===== config.mk =====
export PLATFORM = sky130hd
export DESIGN_NAME = stream_frame_sched
export DESIGN_NICKNAME = d
export VERILOG_FILES = /design/src/rtl/stream_frame_sched.sv
export SDC_FILE = /design/constraint.sdc
export NUM_CORES = 1
export LEC_CHECK = 0
export ABC_AREA = 0
export ABC_CLOCK_PERIOD_IN_PS = 5650
export CAP_MARGIN = 20
export CORE_ASPECT_RATIO = 1.4
export CORE_MARGIN = 1.5
export CORE_UTILIZATION = 30
export CTS_BUF_LIST = sky130_fd_sc_hd__clkbuf_16
export DETAILED_ROUTE_END_ITERATION = 10
export GPL_TIMING_DRIVEN = 0
export MAX_ROUTING_LAYER = met4
export PLACE_DENSITY = 0.68
export SYNTH_ARGS = -nofsm -noshare
export SYNTH_HDL_FRONTEND = slang
export SYNTH_SLANG_ARGS = --single-unit

===== constraint.sdc =====
create_clock -name clk_sensor_pix -period 5.65 [get_ports clk_sensor_pix]
set_input_delay 0.565 -clock clk_sensor_pix [delete_from_list [all_inputs] [get_ports clk_sensor_pix]]
set_output_delay 0.565 -clock clk_sensor_pix [all_outputs]
set_load 0.01 [all_outputs]

===== src/rtl/stream_frame_sched.sv =====
`timescale 1ns/1ps
// stream_frame_sched: whole-frame gate in front of the sensor stream path.
// Continuous or burst forwarding; start/stop only ever take effect at fval edges.
module stream_frame_sched #(
  parameter int DATA_WIDTH  = 10,
  parameter int CHANNEL_NUM = 1,
  parameter int REG_WD      = 32
) (
  input  logic                              clk_sensor_pix,
  input  logic                              reset_n,
  input  logic                              i_fval,
  input  logic                              i_lval,
  input  logic [DATA_WIDTH*CHANNEL_NUM-1:0] iv_pix_data,
  input  logic                              i_stream_enable,
  input  logic                              i_acquisition_start,
  input  logic                              i_encrypt_state,
  input  logic                              i_burst_mode,
  input  logic [REG_WD-1:0]                 iv_burst_num,
  input  logic                              i_trigger,
  output logic                              o_fval,
  output logic                              o_lval,
  output logic [DATA_WIDTH*CHANNEL_NUM-1:0] ov_pix_data,
  output logic                              o_full_frame_state,
  output logic [REG_WD-1:0]                 ov_frame_cnt,
  output logic [REG_WD-1:0]                 ov_burst_remain
);
  localparam int PW = DATA_WIDTH * CHANNEL_NUM;
  typedef enum logic [1:0] {IDLE, ARMED, PASS} state_t;
  state_t state_q, state_d;
  logic fval_dly_q;
  logic mode_q, mode_d;
  logic [REG_WD-1:0] frame_cnt_q, frame_cnt_d, burst_remain_q, burst_remain_d;
  logic o_fval_q, o_fval_d, o_lval_q, o_lval_d;
  logic [PW-1:0] pix_q, pix_d;
  logic en, rise, fall, pass;
  assign en   = i_stream_enable & i_acquisition_start & i_encrypt_state;
  assign rise = i_fval & ~fval_dly_q;
  assign fall = ~i_fval & fval_dly_q;
  // A frame is only passed if its rising edge is seen while already armed.
  assign pass = (state_q == PASS) | ((state_q == ARMED) & en & rise);
  always_comb begin
    state_d        = state_q;
    mode_d         = mode_q;
    frame_cnt_d    = frame_cnt_q;
    burst_remain_d = burst_remain_q;
    case (state_q)
      IDLE:
        if (en && !i_burst_mode) begin
          state_d        = ARMED;
          mode_d         = 1'b0;
          burst_remain_d = '0;
        end else if (en && i_trigger && iv_burst_num != '0) begin
          state_d        = ARMED;
          mode_d         = 1'b1;
          burst_remain_d = iv_burst_num;
        end
      ARMED:
        if (!en) begin
          state_d        = IDLE;
          burst_remain_d = '0;
        end else if (rise) state_d = PASS;
      PASS:
        if (fall) begin
          frame_cnt_d    = frame_cnt_q + REG_WD'(1);
          burst_remain_d = mode_q ? burst_remain_q - REG_WD'(1) : burst_remain_q;
          state_d        = (!en || (mode_q && burst_remain_q == REG_WD'(1))) ? IDLE : ARMED;
        end
      default: state_d = IDLE;
    endcase
    o_fval_d = i_fval & pass;
    o_lval_d = i_lval & pass & i_fval;
    pix_d    = pass ? iv_pix_data : '0;
  end
  always_ff @(posedge clk_sensor_pix or negedge reset_n) begin
    if (!reset_n) begin
      state_q        <= IDLE;
      fval_dly_q     <= 1'b0;
      mode_q         <= 1'b0;
      frame_cnt_q    <= '0;
      burst_remain_q <= '0;
      o_fval_q       <= 1'b0;
      o_lval_q       <= 1'b0;
      pix_q          <= '0;
    end else begin
      state_q        <= state_d;
      fval_dly_q     <= i_fval;
      mode_q         <= mode_d;
      frame_cnt_q    <= frame_cnt_d;
      burst_remain_q <= burst_remain_d;
      o_fval_q       <= o_fval_d;
      o_lval_q       <= o_lval_d;
      pix_q          <= pix_d;
    end
  end
  assign o_fval             = o_fval_q;
  assign o_lval             = o_lval_q;
  assign ov_pix_data        = pix_q;
  assign o_full_frame_state = o_fval_q;
  assign ov_frame_cnt       = frame_cnt_q;
  assign ov_burst_remain    = burst_remain_q;
endmodule


==> out/summary.txt, run 1 <==
Yosys top cell area share: 48.7%
first-pass iteration count of the detailed router: 5
post-CTS sizing: 0
# rows: 50
ANT cells: 0
hpwl dp: 10300 µm
Tmin final: 2.84 ns
Worst Slack Setup Final: 2.81 ns
Crit path largest cell delay: 0.48 ns
EDFF count, synth: 0
crit path from: iv_burst_num[27]
Post-Route WL: 13400 µm
layout cells sized above 1: 4.70%
crit-path max FO: 10
Reg-to-Reg End: ov_burst_remain[24]
Top FF cell, synth: dfrtp_1
vias in the first global route: 4152
Power Dens Cells: 410 nW/µm²
Synth warnings: 0
# hold bufs at CTS: 0
setup TNS: 0 ns
R2R depth: 8
DR iter-0 viols: 188
Hold Slack: 0.115 ns
Slowest cell on crit path: clkdlybuf4s50_1
Psw: 952 µW
placed cell count: 740
initial antenna violation count: 0
Die H: 141 µm
library cells used by synthesis: 47
pin count of the biggest net entering global routing: 64
Fmax: 0.352 GHz
final antenna-violating net count: 0
cell area after synthesis: 4110 µm²
RSZ-0062 raised after global routing: no
area leader, netlist: dfrtp_1
cell leakage power: 2.42 nW
headroom to the max-slew limit: 41.1%
CTS Buffer Depth: 2
Total Power: 2.44 mW
Async S/R FF share, synth: 100%
final setup vio count: 0
Synth top cells by count: 80 x dfrtp_1, 54 x o21ai_0, 41 x nor2_1
WS Path Type: input pin to register
full die area: 14400 µm²
clk_lat worst skew: 0.33 ns
Die X: 102 µm
CP Cell Sequence: clkdlybuf4s50_1 > nor4_1 > nand4_1 > o211a_1 > o211ai_2 > clkbuf_1 > o21ai_0
syn avg cell area: 9.56 µm²
P&R area growth vs syn: 44.7%
drc violations: 0
syn nets: 488
top-count cell post-synth: dfrtp_1
crit share post-route: 50.3%
Layout fillers: 1337
H-Tree Depth: 3
clock-pin slew on the worst setup and hold paths: 0.06 ns
startpoint types: input pin
Syn Inst Count: 430
data required time of the worst path: 5.83 ns
Top Ports: 128
Via density: 5.34
Max VDD drop: 0.165 mV
Total Nets Final: 627
sequential-to-total area share from yosys stat: 48.7%
Seq cells post-synth: 80
# clock sinks: 80
clock root buffer: clkbuf_16
Vias: 4037
Pint: 1.48 mW
CTS buffer count: 9
first-pass GRT wire length: 21300 µm
Setup Buffers After CTS: 0
sequential share of power: 33.4%
Final Hold Fails: 0
Arrival @ worst endpoint: 3.02 ns
core area: 13400 µm²
status: complete, no violations
worst min path class: input pin to asynchronous set/reset pin
Avg WL per Cell: 17.8 µm
Total GRT Usage: 19.7%
combinational power share: 41.3%
pre-CTS WS: 2.50 ns
Worst Tran Pin Value: 0.876 ns
Layout Cells excl Fill: 756
CTS tree: built
# port buffers: 127
clock power share: 25.2%
top cells by area, synth: dfrtp_1 49%, o21ai_0 6.6%, xnor2_1 4.9%, nor2_1 3.7%, a21oi_1 3.3%
remaining global-route overflow: 0
reg2reg start: ov_burst_remain[1]
Initial Utilization: 30.7%
routability cong.: 0.970
R2R Setup Slk: 2.86 ns
reported max-cap violation count: 0
clock skew: 0.00638 ns
CP Capture Point: ov_burst_remain[24]
sw frac: 39.1%
fin. max-slew vios: 0
CP endpoint kind: register
## worst min path at each step
stage,startpoint,endpoint,slack [ns],cells after the start
6_report,reset_n,ov_burst_remain[27],0.11,1
4_1_cts,reset_n,ov_burst_remain[18],0.11,1
3_3_place_gp,ov_frame_cnt[31],ov_frame_cnt[31],0.46,1
5_1_grt,reset_n,ov_frame_cnt[8],0.12,1
2_1_floorplan,reset_n,fval_dly_q,0.27,0
3_5_place_dp,ov_frame_cnt[31],ov_frame_cnt[31],0.46,1
## logic make-up (layout without fill, tap and decap cells)
kind of cell             after synthesis  in the layout  share of synthesized area [%]
flip-flops                            80             80                           48.7
adder cells (fa/ha/maj)                7              7                           2.13
buffers and inverters                 28            172                           2.68
XOR/XNOR                              31             31                           6.61
AND/OR/NAND/NOR                      155            155                           21.2
multiplexers                           2              2                          0.517
AO/OA/AOI/OAI                        127            127                           18.2
## per-stage QoR
step | utilization [%] | cell area (µm²)
after floorplan | - | 4110
after global placement | 41.9 | 5610
after detailed placement | 42.1 | 5630
after CTS | 44.4 | 5950
after global routing | 44.4 | 5950
final | 44.4 | 5950
## sequential cells by signal (all words and copies together), names as in the netlist
signal and flops:
ov_frame_cnt 32, ov_burst_remain 32, mode_q 1, fval_dly_q 1
o_full_frame_state 1, ov_pix_data 10, state_q 2, o_lval 1
## metal layers
layer	part of all wire (%)	vias up	GRT usage, %
li1	-	1851	-
met1	40	1966	22.9
met2	51	187	32.8
met3	6.1	33	3.84
met4	3.0	0	8.80
met5	0	-	-
## critical path, delay by kind of cell
kind / cells / cell delay [ns]
AO/OA/AOI/OAI: 3 / 0.95
buffers and inverters: 2 / 0.92
AND/OR/NAND/NOR: 2 / 0.59
## power groups by stage
stage          logic, mW  registers [mW]  clock network (mW)
4_1_cts             1.00           0.811               0.631
5_1_grt             1.09           0.831               0.654
6_report            1.01           0.815               0.615
2_1_floorplan      0.514           0.832                   0
3_3_place_gp       0.987           0.818                   0
3_5_place_dp       0.998           0.820                   0
## layout by cell type (no fill, tap or decap), types with 11 or more instances in the layout
cell type / n
dfrtp_1: 80
nor4_1: 12
o21ai_0: 54
nand4_1: 12
clkdlybuf4s50_1: 126
nor2_1: 41
xnor2_1: 23
inv_1: 11
nand2_1: 19
nor3_1: 12
a22oi_1: 17
nor2b_1: 11
a21oi_1: 27
clkbuf_1: 16
## final cells by class
cell class                 instances  area [µm²]  share of cell area [%]
tap                              182         228                    3.83
timing repair buffer             128        1300                    21.8
inverter                          10        37.5                   0.631
clock buffer                       9         225                    3.79
clock inverter                     7        87.6                    1.47
buffer                            18        72.6                    1.22
multi-input combinational        322        2000                    33.6
sequential                        80        2000                    33.7
No activity file was read; power rests on OpenSTA's default activity.
==> run 2, diff against run 1 <==
- ABC_CLOCK_PERIOD_IN_PS: 5650 -> 2530
- PLACE_DENSITY: 0.68 -> 0.7
- clock period: 5.65 -> 2.53 ns (I/O delays scaled with it)
==> out/summary.txt, run 2 (synthesis gave the netlist of run 1 again) <==
Max VDD drop: 0.380 mV
status: complete, no violations
Worst Tran Pin Value: 0.618 ns
core area: 13400 µm²
CTS Buffer Depth: 2
worst min path class: input pin to register
CP endpoint kind: register
clock-pin slew on the worst setup and hold paths: 0.06 ns
clock root buffer: clkbuf_16
Tmin final: 2.43 ns
cell leakage power: 2.44 nW
Post-Route WL: 13600 µm
final antenna-violating net count: 0
drc violations: 0
Top Ports: 128
DR iter-0 viols: 158
R2R depth: 9
Total Nets Final: 630
crit share post-route: 95.9%
clock skew: 0.00515 ns
Arrival @ worst endpoint: 2.69 ns
full die area: 14400 µm²
hpwl dp: 10500 µm
# clock sinks: 80
WS Path Type: register to register
ANT cells: 0
crit-path max FO: 5
Hold Path Stages: 1
pin count of the biggest net entering global routing: 44
H-Tree Depth: 3
Power Dens Cells: 925 nW/µm²
leading cell types in the layout, fill and taps excluded: 126 x clkdlybuf4s50_1, 79 x dfrtp_1, 54 x o21ai_0
# port buffers: 127
Via density: 5.36
Layout fillers: 1336
Avg WL per Cell: 17.9 µm
initial antenna violation count: 0
vias in the first global route: 4128
first-pass iteration count of the detailed router: 5
Total GRT Usage: 19.8%
layout cells sized above 1: 6.76%
RSZ-0062 raised after global routing: no
Initial Utilization: 30.7%
placed cell count: 740
# rows: 50
Final Hold Fails: 0
CTS tree: built
startpoint types: register
Vias: 4068
Hold Slack: 0.412 ns
Die X: 102 µm
routability cong.: 0.967
P&R area growth vs syn: 45.8%
Die H: 141 µm
clk_lat worst skew: 0.34 ns
Layout Cells excl Fill: 759
first-pass GRT wire length: 21300 µm
CTS buffer count: 9
final setup vio count: 0
Fmax: 0.412 GHz
remaining global-route overflow: 0
data required time of the worst path: 2.79 ns
fin. max-slew vios: 0
most common cell after layout, fill and taps aside: clkdlybuf4s50_1
reported max-cap violation count: 0
headroom to the max-slew limit: 58.8%
==> run 2: changes by cell type in the layout (fill, tap and decap cells not counted), sizes merged <==
cell,change
inv,+1
dlygate4sd3,+1
buf,+2
clkinvlp,-1
==> run 2: per-stage QoR <==
stage                     setup TNS (ns)  util, %  cell area [µm²]  setup WS, ns  total power [mW]
after floorplan                        0        -             4110         0.270              3.01
after global placement           -147.75     41.9             5610         -1.77              4.04
after detailed placement           -7.51     42.1             5630        -0.324              4.07
after CTS                              0     44.7             5980        0.0343              5.53
after global routing                   0     44.8             5990      0.000973              5.86
final                                  0     44.8             5990         0.103              5.54
==> run 2: critical path, cell delays in order (launching register included) <==
cell	delay, ns
dfrtp_2	0.45
inv_2	0.09
ha_2	0.20
or4b_4	0.51
nor4_4	0.28
buf_4	0.18
and3_4	0.22
and2_4	0.18
a22oi_1	0.07
o21ai_1	0.16
==> run 2: where the power goes <==
part	internal (mW)	total, mW	switching [mW]
clock network	0.866	1.42	0.551
registers	1.53	1.83	0.300
logic	0.970	2.30	1.33
total	3.36	5.54	2.18
==> run 2: worst paths after layout <==
check | startpoint | end | slack (ns)
max | ov_burst_remain[0] | ov_burst_remain[28] | 0.10
min | i_fval | fval_dly_q | 0.41
max reg2reg | ov_burst_remain[0] | ov_burst_remain[28] | 0.10
min reg2reg | ov_frame_cnt[31] | ov_frame_cnt[31] | 0.46
max in group asynchronous | reset_n | ov_burst_remain[6] | 1.48
min in group asynchronous | reset_n | ov_frame_cnt[11] | 0.45
==> run 2: metal layers <==
| metal | wire length [µm] | part of all wire, % | global-route usage [%] | vias up |
|---|---|---|---|---|
| met1 | 5410 | 40 | 22.2 | 1994 |
| met5 | 0 | 0 | - | - |
| met3 | 736 | 5.4 | 2.41 | 26 |
| met4 | 367 | 2.7 | 8.44 | 0 |
| met2 | 7110 | 52 | 34.9 | 179 |
| li1 | - | - | - | 1869 |
==> run 2: area by class of cell <==
type                            instances  area (µm²)  area share (%)
Buffer                                 18        77.6            1.29
Sequential cell                        80        2000            33.4
Inverter                               10        37.5           0.626
Multi-Input combinational cell        322        2010            33.5
Timing Repair Buffer                  131        1320            22.0
Clock inverter                          7        93.8            1.57
Clock buffer                            9         225            3.76
Tap cell                              182         228            3.80
==> run 2: timing repair <==
| action | CTS | global route |
|---|---|---|
| pin swaps | 1 | 0 |
| buffers inserted | 2 | 0 |
| gates cloned | 0 | 0 |
| hold buffers | 1 | 0 |
| gates resized for setup | 0 | 13 |
| hold endpoints to repair | 37 | 0 |
| setup endpoints to repair | 9 | 26 |
==> RTL edit 1, RTL diff (settings of run 2) <==
Put one more register stage on the output `ov_frame_cnt`, without a reset. The value now appears one clock later. The other outputs are not delayed to match.
--- a/src/rtl/stream_frame_sched.sv
+++ b/src/rtl/stream_frame_sched.sv
@@ -98,3 +98,5 @@
   assign o_full_frame_state = o_fval_q;
-  assign ov_frame_cnt       = frame_cnt_q;
+  always_ff @(posedge clk_sensor_pix) begin
+    ov_frame_cnt <= frame_cnt_q;
+  end
   assign ov_burst_remain    = burst_remain_q;
Check against the original RTL: not equivalent (a bounded check fails within 4 cycles, from zero or initial values and one cycle with reset_n low).
==> RTL edit 1 against run 2 <==
The run now ends with design-rule violations left. Combinational power grew 27%. First-iteration DRC count grew 140%. Hold slack worse by 0.084 ns. Area after synthesis up 23%. Wire length rose by 17%. Maximum frequency shrank 1.4%. Critical path depth down 1. Critical endpoint is now ov_burst_remain[6]$_DFFE_PN0P_. Final area increased by 17%. Total power increased by 20%. Sequential cell count increased by 32. Register-to-register slack got worse by 0.02 ns. Non-clock buffer count increased by 10. Worst setup slack got worse by 0.035 ns.
==> RTL edit 1: results (changes against run 2) <==
metric,value,unit,change
wire length of the first global-routing pass,25.1,mm,was 21.3 mm
post-synthesis compound-gate area fraction,17.7,%,was 18.2%
DR WL/cell,19.6,um,was 17.9 um
initial antenna violation count,0,,unchanged
"CTS clk-pin slew, worst paths",0.08,ns,was 0.06 ns
cell total after placement,799,,was 740
Synth area leaders,"dfrtp_1, dfxtp_1, o2bb2ai_1, xnor2_1, o221ai_1",,"was dfrtp_1, o21ai_0, xnor2_1, nor2_1, a21oi_1"
Final nets,665,,was 630
violated checks,design-rule violations,,
GP Congestion,0.943,,was 0.967
DR iter-0 viols,374,,was 158
Rel. slew slack,50.2,%,was 58.8%
crit-path max FO,10,,was 5
CTS H-Tree Depth,3,,unchanged
Lkg Pwr,2.74,nW,was 2.44 nW
Residual DRC,1,,was 0
xor and xnor fraction of the mapped netlist area,5.36,%,was 6.61%
largest net degree at the start of global routing,65,,was 44
mux cell area share after synthesis,1.06,%,was 0.518%
post-CTS sizing,8,,was 0
Peak VDD IR,0.000445,V,was 0.000380 V
Synth Net Count,526,,was 488
status,finished with violations,,"was finished, final reports clean"
DP Worst Slack,-1.01,ns,was -0.324 ns
"Distinct cells, synth",54,,was 47
Power Internal,0.00402,W,was 0.00336 W
async set-reset flop share out of synthesis,71.4,%,was 100%
Worst EP arrival,2.69,ns,about the same
# fillers,1567,,was 1336
Hold Path Class,in -> async,,was in -> reg
TritonCTS clock tree,done,,unchanged
clk root buf,clkbuf_16,,unchanged
hold buffers post-CTS,1,,unchanged
R2R cell count,7,,was 9
Total GRT Usage,18.7,%,was 19.8%
DRT Pass-1 Iters,8,,was 5
sequential area share after synthesis,52.2,%,was 48.7%
total setup buffers inserted after CTS,0,,was 2
Avg Inst Size Synth,10.8,um2,was 9.56 um2
skew final,0.0157,ns,was 0.00515 ns
adder-cell share of the synthesized area,1.73,%,was 2.13%
input/output buffers,127,,unchanged
most instantiated cells after synthesis,"dfrtp_1, dfxtp_1, nand2_1, o2bb2ai_1, xnor2_1",,"was dfrtp_1, o21ai_0, nor2_1, a21oi_1, xnor2_1"
drt via density,5.50,,was 5.36
share of layout cells above drive strength 1,8.17,%,was 6.76%
CTS buffer count,9,,unchanged
hpwl dp,12.0,mm,was 10.5 mm
Non-Filler Instances,815,,was 759
Max clock buf depth,2,,unchanged
number of global-route vias before repair,4630,,was 4128
==> RTL edit 1: changes by cell type after synthesis, sizes merged, moves of 5 or more <==
cell and delta:
a31oi -5, o2bb2ai +24, o221ai +18, a21oi -10, o211ai +10, a22oi -6, nor2 -23, clkbuf +8
nand2 +9, buf +5, dfxtp +32, o21ai -49, nor4 +10
==> RTL edit 1: critical path, stage by stage <==
cell             delay, ns
clkdlybuf4s50_1       0.53
nor4_4                0.43
nand4_1               0.22
o211a_1               0.26
clkbuf_1              0.18
o21ai_4               0.33
buf_2                 0.34
o2bb2ai_1             0.12
==> RTL edit 1: layer usage <==
metal	GRT usage, %	routed length [um]	vias up
li1	-	-	2053
met1	21.7	6550	2170
met2	32.8	8100	224
met3	2.83	957	35
met4	6.87	361	0
met5	-	0	-
==> RTL edit 1: final cells by class <==
| type | instances | area (um2) | share of cell area [%] |
|---|---|---|---|
| Buffer | 30 | 145 | 2.08 |
| Tap cell | 203 | 254 | 3.64 |
| Multi-Input combinational cell | 318 | 2320 | 33.3 |
| Timing Repair Buffer | 129 | 1310 | 18.7 |
| Clock buffer | 9 | 225 | 3.23 |
| Clock inverter | 7 | 61.3 | 0.878 |
| Sequential cell | 112 | 2640 | 37.8 |
| Inverter | 7 | 26.3 | 0.376 |
==> RTL edit 1: path summary, 6_finish.rpt <==
| path | to | slack [ns] | from |
|---|---|---|---|
| max | ov_burst_remain[6]$_DFFE_PN0P_ | 0.07 | iv_burst_num[30] |
| min | ov_pix_data[2]$_DFF_PN0_ | 0.33 | reset_n |
| max reg2reg | ov_burst_remain[24]$_DFFE_PN0P_ | 0.08 | state_q[1]$_DFFE_PN0P_ |
| min reg2reg | ov_frame_cnt[31]$_DFF_P_ | 0.40 | frame_cnt_q[31]$_DFFE_PN0P_ |
| max in group asynchronous | ov_burst_remain[26]$_DFFE_PN0P_ | 1.61 | reset_n |
| min in group clk_sensor_pix | ov_frame_cnt[31]$_DFF_P_ | 0.40 | frame_cnt_q[31]$_DFFE_PN0P_ |
==> RTL edit 1: through the flow <==
| step | instance area [um2] | hold slack [ns] |
|---|---|---|
| finish | 6980 | 0.329 |
| global route | 6980 | 0.342 |
| CTS | 6950 | 0.318 |
| detailed placement | 6610 | 0.146 |
| global placement | 6590 | 0.379 |
| floorplan | 5060 | -0.0426 |
==> RTL edit 1: power by group through the flow <==
| stage | Combinational [W] | Sequential [W] | Clock [W] |
|---|---|---|---|
| finish | 0.00292 | 0.00238 | 0.00137 |
| global route | 0.00311 | 0.00242 | 0.00149 |
| CTS | 0.00286 | 0.00235 | 0.00141 |
| detailed placement | 0.00280 | 0.00238 | 0 |
| global placement | 0.00277 | 0.00238 | 0 |
| floorplan | 0.00159 | 0.00240 | 0 |
==> RTL edit 2, RTL diff (flow settings as in run 2) <==
Without the edit above. Set the parameter `DATA_WIDTH` to 20 (it was 10).
--- a/src/rtl/stream_frame_sched.sv
+++ b/src/rtl/stream_frame_sched.sv
@@ -4,3 +4,3 @@
 module stream_frame_sched #(
-  parameter int DATA_WIDTH  = 10,
+  parameter int DATA_WIDTH  = 20,
   parameter int CHANNEL_NUM = 1,
Interface: changed (resized iv_pix_data and ov_pix_data); port bits go from 128 to 148. No check against the original RTL was run, so the function may have changed too.
==> RTL edit 2 against run 2 <==
Total power grew 15%. Final area grew 15%. Sequential cell count grew 10. Maximum frequency grew 0.26%. Wire length grew 21%. Worst setup slack gained 0.0064 ns. Clock power shrank 11%. Area after synthesis grew 17%. Hold slack gained 0.0052 ns. Via count grew 14%. Largest cell class unchanged.
==> RTL edit 2: results (changes against run 2) <==
metric,value,unit,change
status,"finished, final reports clean",,unchanged
largest net degree at the start of global routing,56,,was 44
Synth area leaders,"dfrtp_1, xnor2_1, inv_1, o22ai_1, nand3_1",,"was dfrtp_1, o21ai_0, xnor2_1, nor2_1, a21oi_1"
wire length of the first global-routing pass,26.1,mm,was 21.3 mm
Hold Path Class,in -> async,,was in -> reg
number of global-route vias before repair,4834,,was 4128
met2 wire len,8.37,mm,was 7.11 mm
met1 GRT Util,24.7,%,was 22.2%
Layout clock area frac,3.90,%,was 5.32%
Reg area,2250,um2,was 2000 um2
Rel. slew slack,55.2,%,was 58.8%
DR WL/cell,19.6,um,was 17.9 um
Combinational Power,0.00307,W,was 0.00230 W
die width,110,um,was 102 um
Worst EP arrival,2.62,ns,was 2.69 ns
Crit. Startpoint,iv_burst_num[4],,was ov_burst_remain[0]$_DFFE_PN0P_
"Min Clock Period, post-route",2.42,ns,was 2.43 ns
sequential area share after synthesis,46.6,%,was 48.7%
fraction of area in multi-input gates,33.2,%,was 33.5%
adder-cell share of the synthesized area,1.81,%,was 2.13%
DP Worst Slack,-0.359,ns,was -0.324 ns
crit path capture,ov_burst_remain[26]$_DFFE_PN0P_,,was ov_burst_remain[28]$_DFFE_PN0P_
Clock Sink Count,90,,was 80
Met3 Wirelength,931,um,was 736 um
Total GRT Usage,20.8,%,was 19.8%
Hold WS,0.417,ns,was 0.412 ns
Non-Filler Instances,845,,was 759
crit-path max FO,10,,was 5
xor and xnor fraction of the mapped netlist area,5.62,%,was 6.61%
drt via density,5.47,,was 5.36
post-synthesis compound-gate area fraction,18.5,%,was 18.2%
Synth Net Count,552,,was 488
comb_multi_in,321,,was 322
cell total after placement,828,,was 740
R2R cell count,8,,was 9
Lkg Pwr,2.83,nW,was 2.44 nW
hpwl dp,12.4,mm,was 10.5 mm
total power,0.00636,W,was 0.00554 W
buffer share of cell area,24.4,%,was 23.3%
mux cell area share after synthesis,1.09,%,was 0.518%
Post-Route M1 WL,6.53,mm,was 5.41 mm
Non-CTS buffers,182,,was 149
# fillers,1553,,was 1336
pwr dens,925,nW/um2,about the same
switching part of the total,42.1,%,was 39.4%
most instantiated cells after synthesis,"dfrtp_1, inv_1, nand3_1, nor2_1, o22ai_1",,"was dfrtp_1, o21ai_0, nor2_1, a21oi_1, xnor2_1"
Post-Synthesis Cells,484,,was 430
flip-flop and latch power,0.00204,W,was 0.00183 W
share of layout cells above drive strength 1,8.94,%,was 6.76%
[RTL edit 2: cell types whose count changed after synthesis, moves of 7 or more]
cell      change
a21oi_1       -7
nor2_1       -15
nor2b_1       +9
a211oi_1     +14
buf_2         +9
o22ai_1      +23
a221oi_1     +13
o21ai_0      -53
dfrtp_1      +10
nand2_1       -9
inv_1        +31
nand3_1      +16
[RTL edit 2: critical path, stage by stage]
cell and delay (ns):
clkdlybuf4s50_1 0.48, nor4_1 0.41, nand4_1 0.28, o211ai_1 0.25
buf_4 0.17, a21o_1 0.12, clkbuf_1 0.46, o22ai_1 0.19
[RTL edit 2: what timing repair did]
item                       in CTS  in global routing
buffers inserted                0                  1
gates resized for setup         0                  7
hold endpoints to repair       35                  0
setup endpoints to repair       0                 31
hold buffers                    1                  0
[RTL edit 2: logic make-up after synthesis]
family                     Yosys count
and+or+nand+nor                    156
buffers and inverters               73
AOI/OAI and AO/OA                  122
DFF                                 90
muxes                                5
adders and majority gates            7
xor gates and xnor gates            31
